### src/rtl/vs_pkg.sv
// Shared constants and types for the VS10xx SCI control slice.
// Latency: n/a (package only).
// Backpressure: n/a (package only).
// Contents: SCI opcode/register addresses, mode words, FSM state and frame-kind enums, frame builder.
package vs_pkg;

  localparam int FRAME_BITS = 32;

  // SCI write frame fields
  localparam logic [7:0] SCI_WRITE  = 8'h02;
  localparam logic [7:0] SCI_MODE   = 8'h00;
  localparam logic [7:0] SCI_CLOCKF = 8'h03;
  localparam logic [7:0] SCI_VOL    = 8'h0B;

  // SCI_MODE values: SM_SDINEW alone, and SM_SDINEW|SM_RESET
  localparam logic [15:0] MODE_NORMAL  = 16'h0800;
  localparam logic [15:0] MODE_SOFTRST = 16'h0804;

  typedef enum logic [2:0] {
    S_HWRST,
    S_WAITRDY,
    S_INIT,
    S_IDLE,
    S_DREQ,
    S_SHIFT,
    S_GAP,
    S_SONGWAIT
  } state_t;

  // Which register write the next/current frame carries
  typedef enum logic [1:0] {
    K_MODE,
    K_CLOCKF,
    K_VOL,
    K_SOFTRST
  } kind_t;

  function automatic logic [FRAME_BITS-1:0] sci_frame(input logic [7:0] addr,
                                                      input logic [15:0] data);
    return {SCI_WRITE, addr, data};
  endfunction

endpackage

### src/rtl/vs_sci_ctrl_spi_tx32.sv
// Write-only SPI mode-0 shifter for one 32-bit SCI frame, MSB first.
// Latency: XCS falls the cycle after i_load; XCS-low lasts 66 half-periods; o_done pulses as XCS rises.
// Backpressure: i_load is ignored while a frame is in flight; the caller waits for o_done.
// Ports: CLK/RST (sync, active-low); i_load/i_frame start a frame; o_sclk/o_mosi/o_xcs drive the bus; o_done ends it.
module spi_tx32 #(
  parameter int CLK_DIV = 4
) (
  input  logic        CLK,
  input  logic        RST,
  input  logic        i_load,
  input  logic [31:0] i_frame,
  output logic        o_sclk,
  output logic        o_mosi,
  output logic        o_xcs,
  output logic        o_done
);
  import vs_pkg::*;

  // Half-period slots while XCS is low: slot 0 is the setup slot before the
  // first rising edge, odd slots 1..63 are SCLK high, even slots 2..64 start
  // with a falling edge (MOSI advances there), slot 65 is the trailing guard.
  localparam int NPH   = 2 * FRAME_BITS + 2;
  localparam int PH_W  = $clog2(NPH);
  localparam int DIV_W = (CLK_DIV > 1) ? $clog2(CLK_DIV) : 1;

  logic [DIV_W-1:0]      r_div;
  logic [PH_W-1:0]       r_phase;
  logic [FRAME_BITS-1:0] r_sh;
  logic                  r_active;
  logic                  r_sclk;
  logic                  r_xcs;
  logic                  r_done;

  logic                  w_half_end;
  logic [PH_W-1:0]       w_phase_nxt;

  assign w_half_end  = (r_div == DIV_W'(CLK_DIV - 1));
  assign w_phase_nxt = r_phase + PH_W'(1);

  always_ff @(posedge CLK) begin
    if (!RST) begin
      r_div    <= '0;
      r_phase  <= '0;
      r_sh     <= '0;
      r_active <= 1'b0;
      r_sclk   <= 1'b0;
      r_xcs    <= 1'b1;
      r_done   <= 1'b0;
    end else begin
      r_done <= 1'b0;
      if (!r_active) begin
        if (i_load) begin
          r_active <= 1'b1;
          r_xcs    <= 1'b0;
          r_sh     <= i_frame;
          r_div    <= '0;
          r_phase  <= '0;
          r_sclk   <= 1'b0;
        end
      end else if (!w_half_end) begin
        r_div <= r_div + DIV_W'(1);
      end else begin
        r_div <= '0;
        if (r_phase == PH_W'(NPH - 1)) begin
          r_active <= 1'b0;
          r_xcs    <= 1'b1;
          r_done   <= 1'b1;
          r_phase  <= '0;
        end else begin
          r_phase <= w_phase_nxt;
          r_sclk  <= w_phase_nxt[0] && (w_phase_nxt <= PH_W'(2 * FRAME_BITS - 1));
          // Advance MOSI on each falling edge, never while SCLK is high
          if (!w_phase_nxt[0] && (w_phase_nxt <= PH_W'(2 * FRAME_BITS)))
            r_sh <= {r_sh[FRAME_BITS-2:0], 1'b0};
        end
      end
    end
  end

  assign o_sclk = r_sclk;
  assign o_mosi = r_sh[FRAME_BITS-1];
  assign o_xcs  = r_xcs;
  assign o_done = r_done;

endmodule

### src/rtl/vs_sci_ctrl.sv
// VS10xx SCI sequencer: hardware reset, init writes, volume updates and song-change soft resets.
// Latency: one frame (66*CLK_DIV cycles of XCS low) plus GAP_CYC per register write, after DREQ.
// Backpressure: every frame waits for DREQ=1; input changes during a frame coalesce into the next write.
// Ports: CLK/RST (sync, active-low); vol/CURRENT requests; DREQ decoder ready;
//        XRST/XCS/SCLK/MOSI decoder pins; init_done, busy, song_start status to neighbours.
module vs_sci_ctrl #(
  parameter int          CLK_DIV    = 4,       // SCLK half-period in CLK cycles, >= 2
  parameter int          HWRST_CYC  = 100000,
  parameter int          GAP_CYC    = 8,
  parameter logic [15:0] CLOCKF_VAL = 16'h9800
) (
  input  logic        CLK,
  input  logic        RST,
  input  logic [15:0] vol,
  input  logic [2:0]  CURRENT,
  input  logic        DREQ,
  output logic        XRST,
  output logic        XCS,
  output logic        SCLK,
  output logic        MOSI,
  output logic        init_done,
  output logic        busy,
  output logic        song_start
);
  import vs_pkg::*;

  // One counter serves both timed states; it clears on every state change.
  localparam int CNT_MAX = (HWRST_CYC > GAP_CYC) ? HWRST_CYC : GAP_CYC;
  localparam int CNT_W   = $clog2(CNT_MAX + 1);

  state_t             r_state;
  state_t             w_state_nxt;
  logic [CNT_W-1:0]   r_cnt;
  logic [1:0]         r_init_idx;
  kind_t              r_kind;
  logic [15:0]        r_vol_sent;
  logic [2:0]         r_cur_sent;
  logic               r_vol_force;
  logic               r_init_done;
  logic               r_song_start;

  logic               w_song_req;
  logic               w_vol_req;
  logic               w_hw_end;
  logic               w_gap_end;
  logic               w_load;
  logic               w_spi_done;
  logic [31:0]        w_frame;

  assign w_song_req = (CURRENT != r_cur_sent);
  // A soft reset restores the decoder's default volume, so r_vol_force
  // demands a VOL rewrite even when vol itself has not moved.
  assign w_vol_req  = r_vol_force || (vol != r_vol_sent);
  // Counting starts at the first cycle out of reset, so XRST stays low for
  // exactly HWRST_CYC cycles after release.
  assign w_hw_end   = (r_cnt == CNT_W'(HWRST_CYC));
  assign w_gap_end  = (r_cnt == CNT_W'(GAP_CYC - 1));
  assign w_load     = (r_state == S_DREQ) && DREQ;

  // Frame contents are built from the live inputs so the load cycle is the
  // single sampling point for vol.
  always_comb begin
    w_frame = sci_frame(SCI_VOL, vol);
    case (r_kind)
      K_MODE:    w_frame = sci_frame(SCI_MODE, MODE_NORMAL);
      K_CLOCKF:  w_frame = sci_frame(SCI_CLOCKF, CLOCKF_VAL);
      K_SOFTRST: w_frame = sci_frame(SCI_MODE, MODE_SOFTRST);
      default:   w_frame = sci_frame(SCI_VOL, vol);
    endcase
  end

  spi_tx32 #(
    .CLK_DIV (CLK_DIV)
  ) u_spi (
    .CLK     (CLK),
    .RST     (RST),
    .i_load  (w_load),
    .i_frame (w_frame),
    .o_sclk  (SCLK),
    .o_mosi  (MOSI),
    .o_xcs   (XCS),
    .o_done  (w_spi_done)
  );

  // State register
  always_ff @(posedge CLK) begin
    if (!RST) r_state <= S_HWRST;
    else      r_state <= w_state_nxt;
  end

  // Next-state logic
  always_comb begin
    w_state_nxt = r_state;
    case (r_state)
      S_HWRST:    if (w_hw_end) w_state_nxt = S_WAITRDY;
      S_WAITRDY:  if (DREQ) w_state_nxt = S_INIT;
      S_INIT:     w_state_nxt = (r_init_idx == 2'd3) ? S_IDLE : S_DREQ;
      S_IDLE:     if (w_song_req || w_vol_req) w_state_nxt = S_DREQ;
      S_DREQ:     if (DREQ) w_state_nxt = S_SHIFT;
      S_SHIFT:    if (w_spi_done) w_state_nxt = S_GAP;
      S_GAP: begin
        if (w_gap_end) begin
          if (r_kind == K_SOFTRST) w_state_nxt = S_SONGWAIT;
          else if (r_init_done)    w_state_nxt = S_IDLE;
          else                     w_state_nxt = S_INIT;
        end
      end
      S_SONGWAIT: if (DREQ) w_state_nxt = S_IDLE;
      default:    w_state_nxt = S_HWRST;
    endcase
  end

  // Outputs
  always_comb begin
    XRST = (r_state != S_HWRST);
    busy = (r_state != S_IDLE) || w_song_req || w_vol_req;
  end

  assign init_done  = r_init_done;
  assign song_start = r_song_start;

  // Counters, shadows and frame selection
  always_ff @(posedge CLK) begin
    if (!RST) begin
      r_cnt        <= '0;
      r_init_idx   <= 2'd0;
      r_kind       <= K_MODE;
      r_vol_sent   <= 16'h0000;
      r_cur_sent   <= 3'd0;
      r_vol_force  <= 1'b0;
      r_init_done  <= 1'b0;
      r_song_start <= 1'b0;
    end else begin
      r_song_start <= 1'b0;

      if (w_state_nxt != r_state)
        r_cnt <= '0;
      else if (r_state == S_HWRST || r_state == S_GAP)
        r_cnt <= r_cnt + CNT_W'(1);

      case (r_state)
        S_INIT: begin
          case (r_init_idx)
            2'd0: r_kind <= K_MODE;
            2'd1: r_kind <= K_CLOCKF;
            2'd2: r_kind <= K_VOL;
            default: begin
              r_init_done <= 1'b1;
              r_cur_sent  <= CURRENT;
            end
          endcase
        end
        S_IDLE: begin
          if (w_song_req)     r_kind <= K_SOFTRST;
          else if (w_vol_req) r_kind <= K_VOL;
        end
        S_DREQ: begin
          if (DREQ) begin
            // Shadows record exactly what goes on the wire at load
            if (r_kind == K_VOL) begin
              r_vol_sent  <= vol;
              r_vol_force <= 1'b0;
            end
            if (r_kind == K_SOFTRST) r_cur_sent <= CURRENT;
          end
        end
        S_GAP: begin
          if (w_gap_end && !r_init_done) r_init_idx <= r_init_idx + 2'd1;
        end
        S_SONGWAIT: begin
          if (DREQ) begin
            r_song_start <= 1'b1;
            r_vol_force  <= 1'b1;
          end
        end
        default: ;
      endcase
    end
  end

endmodule

### config.mk
export PLATFORM = sky130hd
export DESIGN_NAME = vs_sci_ctrl
export DESIGN_NICKNAME = d
export VERILOG_FILES = /design/src/rtl/vs_pkg.sv /design/src/rtl/vs_sci_ctrl_spi_tx32.sv /design/src/rtl/vs_sci_ctrl.sv
export SDC_FILE = /design/constraint.sdc
export NUM_CORES = 1
export LEC_CHECK = 0
export BUFFER_PORTS_ARGS = -buffer_cell sky130_fd_sc_hd__buf_2
export CORE_UTILIZATION = 35
export CTS_CLUSTER_DIAMETER = 30
export DETAILED_ROUTE_END_ITERATION = 6
export PLACE_DENSITY_LB_ADDON = 0.2
export SLEW_MARGIN = 10
export SYNTH_ARGS = -nofsm -noshare
export SYNTH_HDL_FRONTEND = slang
export SYNTH_SLANG_ARGS = --single-unit
### constraint.sdc
create_clock -name CLK -period 4.8 [get_ports CLK]
set_clock_uncertainty 0.2 [all_clocks]
set_input_delay 0.96 -clock CLK [delete_from_list [all_inputs] [get_ports CLK]]
set_output_delay 0.96 -clock CLK [all_outputs]
set_load 0.02 [all_outputs]
# After elaboration in Yosys (flattened, before gate mapping)
# Index checks and enable logic that the tools add are counted.
[totals] reg_bits=91 in_bits=22 output_inout_bits=7
[classes] n_addsub=4 n_lt_le_gt_ge=2 eq_ne=32 mux=49 n_bitwise=2 reduce_logical=33
[ops] op="two-way mux 32 bit" n=5
[ops] op="one-hot mux 20 bit (3 select lines)" n=1
[ops] op="two-way mux 3 bit" n=12
[ops] op="two-way mux 7 bit" n=4
[ops] op="one-hot mux 3 bit (8 select lines)" n=1
[ops] op="adder 17 x 1 -> 17 bit (second input constant)" n=1
[ops] op="== test 17 bit (second input constant)" n=1
[ops] op="== test 17 x 3 -> 1 bit (second input constant)" n=1
[ops] op="two-way mux 1 bit" n=17
[ops] op="!= test 16 bit" n=1
[ops] op="AND reduction 3 bit" n=5
[ops] op="!= test 2 bit (second input constant)" n=7
[ops] op="== test 3 bit (second input constant)" n=4
[ops] op="AND reduction 4 bit" n=3
[ops] op="== test 2 bit (second input constant)" n=5
[ops] op="two-way mux 2 bit" n=5
[ops] op="AND reduction 2 bit" n=4
[ops] op="nonzero test 2 bit" n=4
[ops] op="adder 7 x 1 -> 7 bit (second input constant)" n=1
[ops] op="== test 7 bit (second input constant)" n=1
[ops] op="less-or-equal comparator 7 x 6 -> 1 bit (second input constant)" n=1
[ops] op="less-or-equal comparator 7 bit (second input constant)" n=1
[ops] op="== test 3 x 2 -> 1 bit (second input constant)" n=2
[ops] op="!= test 3 bit" n=2
[ops] op="other kinds (20)" n=33

# Longest topological paths before layout
# Gate-level depths: netlist (run 1).
[depth] ltp_word=7 mapped_depth=9

# Modules after synthesis
# A second synthesis (run 1) with hierarchy kept.
[hier_totals] cells_unflattened=559 area_unflattened_um2=5001.0
[by_module_without_submodules] mod="vs_sci_ctrl" n_inst=1 cells_each=319 area_per_inst_um2=2756.4 seq_area_each_um2=920.9
[by_module_without_submodules] mod="spi_tx32" n_inst=1 cells_each=240 area_per_inst_um2=2244.7 seq_area_each_um2=900.9

# Worst setup path before layout (run 1)
# Ideal clock, no wire load.
[synth_timing] kind="input-to-output" from="in vol[2]" to="out busy" t_arrival_ns=2.158 path_slack_ns=1.482 stages=5 cell_sequence="xnor2_1 -> nand4_1 -> or4_1 -> nor3_2 -> inv_1"
[synth_via] elab_chain_cells=3
[synth_rtl] element="from (decl)" line="vs_sci_ctrl.sv:14" source="input logic [15:0] vol,"
[synth_rtl] element="!= test 16 bit" line="vs_sci_ctrl.sv:53" source="assign w_vol_req = r_vol_force || (vol != r_vol_sent);"
[synth_rtl] element="logical OR 1 bit" line="vs_sci_ctrl.sv:53"
[synth_rtl] element="logical OR 1 bit" line="vs_sci_ctrl.sv:116" source="busy = (r_state != S_IDLE) || w_song_req || w_vol_req;"
[synth_rtl] element="to (decl)" line="vs_sci_ctrl.sv:22" source="output logic busy,"
# Every way passes these cells.

# Worst setup path in the final report (run 1)
[layout_timing] from="in vol[3]" to="out busy"
# The elaborated chain is that of the path after synthesis.

==> flow_summary.html, run 1 <==
<table>
<tr><th>Metric</th><th>Value</th></tr>
<tr><th colspan="2">Outcome</th></tr>
<tr><td>Status</td><td>completed</td></tr>
<tr><th colspan="2">Global routing</th></tr>
<tr><td>Maximum number of pins on one net before global-route repair</td><td>76</td></tr>
<tr><td>Via count of the first global-routing pass</td><td>3596</td></tr>
<tr><td>Overall routing resource usage</td><td>0.164</td></tr>
<tr><td>Number of antenna violations at the first check in global routing</td><td>0</td></tr>
<tr><td>GR Overflow Total</td><td>0</td></tr>
<tr><td>Global-route wire length before repair</td><td>17.6 mm</td></tr>
<tr><th colspan="2">Clock tree</th></tr>
<tr><td>CTS Root Buffer Type</td><td>clkbuf_16</td></tr>
<tr><td>TritonCTS clock tree</td><td>yes</td></tr>
<tr><td>Post-CTS Hold Buffers</td><td>0</td></tr>
<tr><td>Gates resized, CTS repair</td><td>0</td></tr>
<tr><td>Buffer count from post-CTS setup fixing</td><td>0</td></tr>
<tr><td>Insertion delay of the later-clocked pin in the worst-skew pair</td><td>0.34 ns</td></tr>
<tr><td>Clock Sink Count</td><td>91</td></tr>
<tr><td>CTS Buffer Depth</td><td>2</td></tr>
<tr><td>Clk pin slew, worst setup/hold paths</td><td>0.06 ns</td></tr>
<tr><td>H-tree levels</td><td>3</td></tr>
<tr><td>Number of buffers created by CTS</td><td>9</td></tr>
<tr><th colspan="2">Route</th></tr>
<tr><td>Routed WL</td><td>10.4 mm</td></tr>
<tr><td>Routed WL per cell</td><td>14.2 microns</td></tr>
<tr><td>Router iterations before antenna repair</td><td>5</td></tr>
<tr><td>Number of vias per cell</td><td>5.28</td></tr>
<tr><td>Violation count after the first detailed-routing iteration</td><td>270</td></tr>
<tr><td>DRC</td><td>0</td></tr>
<tr><td>Number of nets with antenna violations after routing</td><td>0</td></tr>
<tr><td>Total number of vias</td><td>3865</td></tr>
<tr><th colspan="2">Yosys</th></tr>
<tr><td>Count of flip-flops with a built-in enable after synthesis</td><td>0</td></tr>
<tr><td>Netlist area before placement</td><td>4640 sq um</td></tr>
<tr><td>Most common flop cell mapped by yosys</td><td>dfxtp_1</td></tr>
<tr><td>Proportion of register bits with asynchronous set or reset after synthesis</td><td>0</td></tr>
<tr><td>Syn_area_per_cell</td><td>8.51 sq um</td></tr>
<tr><td>Syn Nets</td><td>580</td></tr>
<tr><td>Most instantiated cells after synthesis</td><td>dfxtp_1, nand2_1, nand3_1</td></tr>
<tr><td>Synth top area share</td><td>0.393</td></tr>
<tr><td>Synthesis warning total</td><td>0</td></tr>
<tr><td>Synthesized flop and latch total</td><td>91</td></tr>
<tr><td>Top-count cell post-synth</td><td>dfxtp_1</td></tr>
<tr><td>Number of cells produced by synthesis</td><td>545</td></tr>
<tr><td>Leading post-synthesis cells by cell area</td><td>dfxtp_1, nand2_1, a21boi_0, nor2b_1, xnor2_1</td></tr>
<tr><td>Library cell with the largest summed area after synthesis</td><td>dfxtp_1</td></tr>
<tr><td>Distinct cell type count of the synthesized netlist</td><td>49</td></tr>
<tr><td>Share of synthesized area occupied by flip-flops and latches</td><td>0.393</td></tr>
<tr><th colspan="2">Power and ir drop</th></tr>
<tr><td>Internal power contribution</td><td>0.00148 W</td></tr>
<tr><td>Combinational share of power</td><td>0.204</td></tr>
<tr><td>Post-layout power</td><td>0.00211 W</td></tr>
<tr><td>Clk network pwr share</td><td>0.385</td></tr>
<tr><td>Highest ir drop seen on vdd</td><td>0.198 mV</td></tr>
<tr><td>Power density over cell area</td><td>400 nW/um^2</td></tr>
<tr><td>Total net switching power</td><td>0.000629 W</td></tr>
<tr><td>Sequential share of power</td><td>0.411</td></tr>
<tr><td>Leakage dissipation</td><td>1.93 nW</td></tr>
<tr><td>Switching share of power</td><td>0.298</td></tr>
<tr><th colspan="2">Worst setup path</th></tr>
<tr><td>Arrival time of the worst setup path</td><td>2.57 ns</td></tr>
<tr><td>Kind of critical path</td><td>input pin to output port</td></tr>
<tr><td>Kind of end point of the critical path</td><td>output port</td></tr>
<tr><td>Category of the worst setup path launch point</td><td>input pin</td></tr>
<tr><td>Critical path required time</td><td>3.64 ns</td></tr>
<tr><td>CP Max Fanout</td><td>6</td></tr>
<tr><th colspan="2">Cells and area</th></tr>
<tr><td>Layout-stage area growth over the synthesis result</td><td>13.5%</td></tr>
<tr><td>Proportion of layout cells with a drive suffix above 1</td><td>0.100</td></tr>
<tr><td>N_diodes</td><td>0</td></tr>
<tr><td>Utilization after layout</td><td>0.412</td></tr>
<tr><td>Number of nets at the end of the flow</td><td>590</td></tr>
<tr><th colspan="2">Place</th></tr>
<tr><td>Count of port buffers added during placement</td><td>28</td></tr>
<tr><td>DP Wirelength</td><td>6.93 mm</td></tr>
<tr><td>Global placer's final weighted congestion</td><td>0.823</td></tr>
<tr><th colspan="2">STA</th></tr>
<tr><td>Final Cycle Share</td><td>0.777</td></tr>
<tr><td>RSZ-0062 raised after global routing</td><td>false</td></tr>
<tr><td>Worst relative slew slack</td><td>0.139</td></tr>
<tr><td>Final count of pins violating max slew</td><td>0</td></tr>
<tr><td>Worst-margin pin slew</td><td>1.28 ns</td></tr>
<tr><td>Fmax achieved</td><td>0.268 GHz</td></tr>
<tr><td>Setup total negative slack</td><td>0 ns</td></tr>
<tr><td>Final hold violation count</td><td>0</td></tr>
<tr><td>Clock period minus worst slack</td><td>3.73 ns</td></tr>
<tr><td>Final setup fails</td><td>0</td></tr>
<tr><th colspan="2">Run</th></tr>
<tr><td>Max-cap viol count</td><td>0</td></tr>
<tr><th colspan="2">Min path</th></tr>
<tr><td>Classification of the worst-slack hold path</td><td>flop to flop</td></tr>
<tr><th colspan="2">Floorplan</th></tr>
<tr><td>Height of the die</td><td>117 microns</td></tr>
<tr><td>Chip width</td><td>117 microns</td></tr>
<tr><td>I/O pin cnt</td><td>29</td></tr>
<tr><td>Cell row count</td><td>41</td></tr>
<tr><td>Starting density of the core</td><td>0.363</td></tr>
<tr><td>Total die area</td><td>13700 sq um</td></tr>
<tr><td>Core Area</td><td>12800 sq um</td></tr>
</table>
[logic make-up (layout without fill, tap and decap cells)]
logic type / count (synthesis) / in the layout / share of synthesized area
flops: 91 / 91 / 0.393
simple gates: 208 / 208 / 0.231
xor+xnor: 38 / 38 / 0.0717
mux: 6 / 6 / 0.0129
fa+ha+maj: 13 / 13 / 0.0351
compound gates: 140 / 140 / 0.216
buf+inv: 49 / 64 / 0.0410
[state kept, by name (all words and copies together) (netlist names), 2 cells and up]
register and cells:
r_vol_sent 16, u_spi.r_sh 32, r_cur_sent 3, u_spi.r_div 2, u_spi.r_phase 7, r_kind 2, r_state 3, r_init_idx 2
r_cnt 17
[final timing paths]
path	start	endpoint	slack [ns]	cells past startpoint
max	vol[3]	busy	1.07	7
min	u_spi.r_sh[11]	u_spi.r_sh[11]	0.26	2
max reg2reg	r_state[0]	r_cnt[11]	1.82	6
min reg2reg	u_spi.r_sh[11]	u_spi.r_sh[11]	0.26	2
[metal layers]
metal	share of wire	global-route usage	up-vias
li1	-	-	1962
met2	0.47	0.264	46
met5	0	0	-
met4	0.011	0.0456	0
met1	0.49	0.220	1847
met3	0.026	0.0396	10
[placed cells by master (no fill, tap or decap), types with 6 or more instances in the layout]
cell type	Yosys	layout
mux2i_1	6	6
ha_1	13	13
nor2_1	21	21
xnor2_1	21	21
a22oi_1	12	12
o21ai_0	16	16
nand4_1	11	11
dfxtp_1	91	91
xor2_1	17	17
buf_2	5	28
o211ai_1	16	16
nor2b_1	30	30
clkbuf_16	0	9
a211oi_1	16	16
nand3_1	34	34
a21oi_1	22	21
nand2_1	68	68
a21boi_0	26	26
inv_1	13	13
buf_4	0	7
o211a_1	14	14
[layout make-up]
type	instances	area, sq um
Clock buffer	11	243
Clock inverter	5	100
Fill cell	1266	7510
Inverter	13	48.8
Multi-Input combinational cell	405	2650
Sequential cell	91	1820
Tap cell	172	215
Timing Repair Buffer	35	193
[power by group through the flow]
stage | clock network (W) | registers [W] | logic [W]
6_report | 0.000811 | 0.000867 | 0.000431
5_1_grt | 0.000863 | 0.000875 | 0.000483
3_3_place_gp | 0 | 0.000881 | 0.000426
3_5_place_dp | 0 | 0.000883 | 0.000433
2_1_floorplan | 0 | 0.000852 | 0.000340
4_1_cts | 0.000834 | 0.000865 | 0.000434
[worst max-delay path: stages]
cell and delay [ns]:
buf_2 0.12, xnor2_1 0.15, nand4_1 0.15, or4_1 0.60
nor3_2 0.36, inv_1 0.07, buf_2 0.17
[through the flow]
step,hold WS (ns),setup slack [ns],instance area [sq um],std cells
final,0.261,1.07,5270,732
after detailed placement,0.254,1.06,4920,716
after floorplan,0.231,1.48,4640,545
after global placement,0.238,1.12,4920,716
after CTS,0.263,1.06,5270,732
after global routing,0.293,0.930,5270,732
(Power assumes the default switching activity.)
==> inputs of run 2 (changes only) <==
Clock period 4.8 ns to 3.7 ns, I/O delays scaled along.
==> run 2 against run 1 <==
Compared with the run above: critical path type unchanged; worst setup slack lost 0.67 ns; non-clock buffer count is the same; critical path depth is the same; combinational power grew 29%; sequential power grew 30%; die area is the same; utilization shrank 0.54 points; routed wire length grew 0.72%; via count shrank 0.54%; final area shrank 1.3%; total power grew 20%; largest power group unchanged; worst hold slack lost 0.0064 ns.
==> flow_summary.html, run 2 (same netlist as run 1, synthesis figures left out) <==
<table>
<tr><th>Metric</th><th>Value</th></tr>
<tr><th colspan="2">Power and ir drop</th></tr>
<tr><td>Leakage dissipation</td><td>1.90 nW</td></tr>
<tr><td>Highest ir drop seen on vdd</td><td>0.262 mV</td></tr>
<tr><td>Power density over cell area</td><td>488 nW/um^2</td></tr>
<tr><th colspan="2">STA</th></tr>
<tr><td>RSZ-0062 raised after global routing</td><td>false</td></tr>
<tr><td>Final hold violation count</td><td>0</td></tr>
<tr><td>Final count of pins violating max slew</td><td>0</td></tr>
<tr><td>Fmax achieved</td><td>0.304 GHz</td></tr>
<tr><td>Final setup fails</td><td>0</td></tr>
<tr><td>Worst relative slew slack</td><td>0.226</td></tr>
<tr><td>Setup total negative slack</td><td>0 ns</td></tr>
<tr><td>Worst-margin pin slew</td><td>1.15 ns</td></tr>
<tr><td>Final Cycle Share</td><td>0.890</td></tr>
<tr><td>Clock period minus worst slack</td><td>3.29 ns</td></tr>
<tr><th colspan="2">Outcome</th></tr>
<tr><td>Status</td><td>completed</td></tr>
<tr><th colspan="2">Cells and area</th></tr>
<tr><td>Max FFs per register</td><td>32</td></tr>
<tr><td>Commonest cells after routing, fill and taps aside</td><td>dfxtp_1, nand2_1, nand3_1</td></tr>
<tr><td>Proportion of layout cells with a drive suffix above 1</td><td>0.0964</td></tr>
<tr><td>Most flop-heavy register</td><td>u_spi.r_sh</td></tr>
<tr><td>Layout-stage area growth over the synthesis result</td><td>12.1%</td></tr>
<tr><td>Layout filler cell count</td><td>1324</td></tr>
<tr><td>Utilization after layout</td><td>0.407</td></tr>
<tr><td>N_diodes</td><td>0</td></tr>
<tr><td>Most common cell after layout, fill and taps aside</td><td>dfxtp_1</td></tr>
<tr><td>Registers with the most flip-flops</td><td>u_spi.r_sh: 32 flops, r_cnt: 17 flops, r_vol_sent: 16 flops</td></tr>
<tr><td>Number of nets at the end of the flow</td><td>590</td></tr>
<tr><th colspan="2">Route</th></tr>
<tr><td>Number of vias per cell</td><td>5.25</td></tr>
<tr><td>Routed WL</td><td>10.5 mm</td></tr>
<tr><td>Routed WL per cell</td><td>14.3 microns</td></tr>
<tr><td>Router iterations before antenna repair</td><td>4</td></tr>
<tr><td>Total number of vias</td><td>3844</td></tr>
<tr><td>Number of nets with antenna violations after routing</td><td>0</td></tr>
<tr><td>Violation count after the first detailed-routing iteration</td><td>228</td></tr>
<tr><td>DRC</td><td>0</td></tr>
<tr><th colspan="2">Run</th></tr>
<tr><td>Max-cap viol count</td><td>0</td></tr>
<tr><th colspan="2">Worst setup path</th></tr>
<tr><td>Reg-to-reg critical path startpoint</td><td>r_state[0]</td></tr>
<tr><td>Cell with the largest stage delay on the worst path</td><td>or4_1</td></tr>
<tr><td>Crit-path max cell delay</td><td>0.60 ns</td></tr>
<tr><td>CP Max Fanout</td><td>6</td></tr>
<tr><td>Category of the worst setup path launch point</td><td>input pin</td></tr>
<tr><td>Kind of critical path</td><td>input pin to output port</td></tr>
<tr><td>Capture point of the worst reg-to-reg path</td><td>r_cnt[9]</td></tr>
<tr><td>Reg-to-reg setup timing slack</td><td>0.75 ns</td></tr>
<tr><td>Worst R2R Path Depth</td><td>6</td></tr>
<tr><td>Cell type with the highest occurrence count on the critical path</td><td>buf_2</td></tr>
<tr><td>Category of cells accounting for the largest share of critical-path delay</td><td>simple AND/OR/NAND/NOR gates</td></tr>
<tr><td>Ordered list of cells on the worst path</td><td>buf_2 -&gt; xnor2_1 -&gt; nand4_1 -&gt; or4_1 -&gt; nor3_2 -&gt; inv_1 -&gt; buf_2</td></tr>
<tr><td>Count of buffer and inverter cells on the critical path</td><td>3</td></tr>
<tr><td>Arrival time of the worst setup path</td><td>2.35 ns</td></tr>
<tr><td>Critical path required time</td><td>2.76 ns</td></tr>
<tr><td>Kind of end point of the critical path</td><td>output port</td></tr>
<tr><th colspan="2">Global routing</th></tr>
<tr><td>Overall routing resource usage</td><td>0.164</td></tr>
<tr><td>Gr busiest metal</td><td>met2</td></tr>
<tr><td>GR Layer Usage met1</td><td>0.219</td></tr>
<tr><td>Global Route met3 Usage</td><td>0.0345</td></tr>
<tr><td>Global Route met2 Usage</td><td>0.260</td></tr>
<tr><td>Global-route wire length before repair</td><td>17.3 mm</td></tr>
<tr><td>Number of antenna violations at the first check in global routing</td><td>0</td></tr>
<tr><td>GR Overflow Total</td><td>0</td></tr>
<tr><td>Maximum number of pins on one net before global-route repair</td><td>76</td></tr>
<tr><td>Via count of the first global-routing pass</td><td>3504</td></tr>
<tr><th colspan="2">Place</th></tr>
<tr><td>DP Wirelength</td><td>7.07 mm</td></tr>
<tr><td>Count of port buffers added during placement</td><td>28</td></tr>
<tr><td>Global placer's final weighted congestion</td><td>0.798</td></tr>
<tr><th colspan="2">Clock tree</th></tr>
<tr><td>CTS Root Buffer Type</td><td>clkbuf_16</td></tr>
<tr><td>Clock Sink Count</td><td>91</td></tr>
<tr><td>CTS Buffer Depth</td><td>2</td></tr>
<tr><td>Buffer count from post-CTS setup fixing</td><td>0</td></tr>
<tr><td>Number of buffers created by CTS</td><td>9</td></tr>
<tr><td>TritonCTS clock tree</td><td>yes</td></tr>
<tr><td>Gates resized, CTS repair</td><td>0</td></tr>
<tr><td>H-tree levels</td><td>3</td></tr>
<tr><td>Insertion delay of the later-clocked pin in the worst-skew pair</td><td>0.34 ns</td></tr>
<tr><td>Post-CTS Hold Buffers</td><td>0</td></tr>
<tr><td>Clk pin slew, worst setup/hold paths</td><td>0.06 ns</td></tr>
<tr><th colspan="2">Min path</th></tr>
<tr><td>Instance count along the most critical hold path</td><td>2</td></tr>
<tr><td>Source of the worst hold timing path</td><td>u_spi.r_sh[11]</td></tr>
<tr><td>Classification of the worst-slack hold path</td><td>flop to flop</td></tr>
<tr><td>Destination of the worst hold path</td><td>u_spi.r_sh[11]</td></tr>
<tr><th colspan="2">Floorplan</th></tr>
<tr><td>Starting density of the core</td><td>0.363</td></tr>
<tr><td>I/O pin cnt</td><td>29</td></tr>
<tr><td>Chip width</td><td>117 microns</td></tr>
<tr><td>Cell row count</td><td>41</td></tr>
<tr><td>Total die area</td><td>13700 sq um</td></tr>
<tr><td>Core Area</td><td>12800 sq um</td></tr>
<tr><td>Height of the die</td><td>117 microns</td></tr>
</table>
## run 2: cell count changes in the layout (fill, tap and decap cells not counted), sizes merged
cell    change
bufinv      -3
clkbuf      +3
## run 2: worst max-delay path by stage
stage	startpoint	slack, ns	end	cells after the start
after floorplan	vol[2]	0.82	busy	5
after global placement	vol[3]	0.44	busy	7
after detailed placement	vol[3]	0.39	busy	7
after CTS	vol[3]	0.39	busy	7
after global routing	vol[8]	0.27	busy	7
final	vol[3]	0.41	busy	7
## run 2: cell type report
class	instances	area, sq um	area share
tap	172	215	0.0414
clock buffer	14	264	0.0508
clock inverter	2	10.0	0.00193
sequential	91	1820	0.350
timing repair buffer	35	193	0.0371
inverter	13	48.8	0.00939
multi-input combinational	405	2650	0.509
## run 2: where the power goes
| group | switching [W] | internal, W |
|---|---|---|
| Combinational | 0.000355 | 0.000199 |
| Clock | 0.000366 | 0.000491 |
| Sequential | 0.0000789 | 0.00105 |
## run 2: worst min-delay path, delay by kind of cell, from the launching register on
family	cells	cell delay (ns)
DFF	1	0.31
and+or+nand+nor	1	0.05
AOI/OAI and AO/OA	1	0.05
## run 2: metal layers
layer	wire, microns	share of wire
met3	344	0.033
met1	5210	0.50
met2	4790	0.46
met5	0	0
met4	152	0.014
## run 2: per-stage QoR
stage	instance area [sq um]	setup WS (ns)	hold WS [ns]	cells	power [W]
global route	5200	0.265	0.296	732	0.00269
finish	5200	0.407	0.254	732	0.00254
CTS	5200	0.387	0.254	732	0.00257
floorplan	4640	0.822	0.231	545	0.00155
detailed placement	4920	0.391	0.246	716	0.00170
global placement	4920	0.445	0.241	716	0.00169
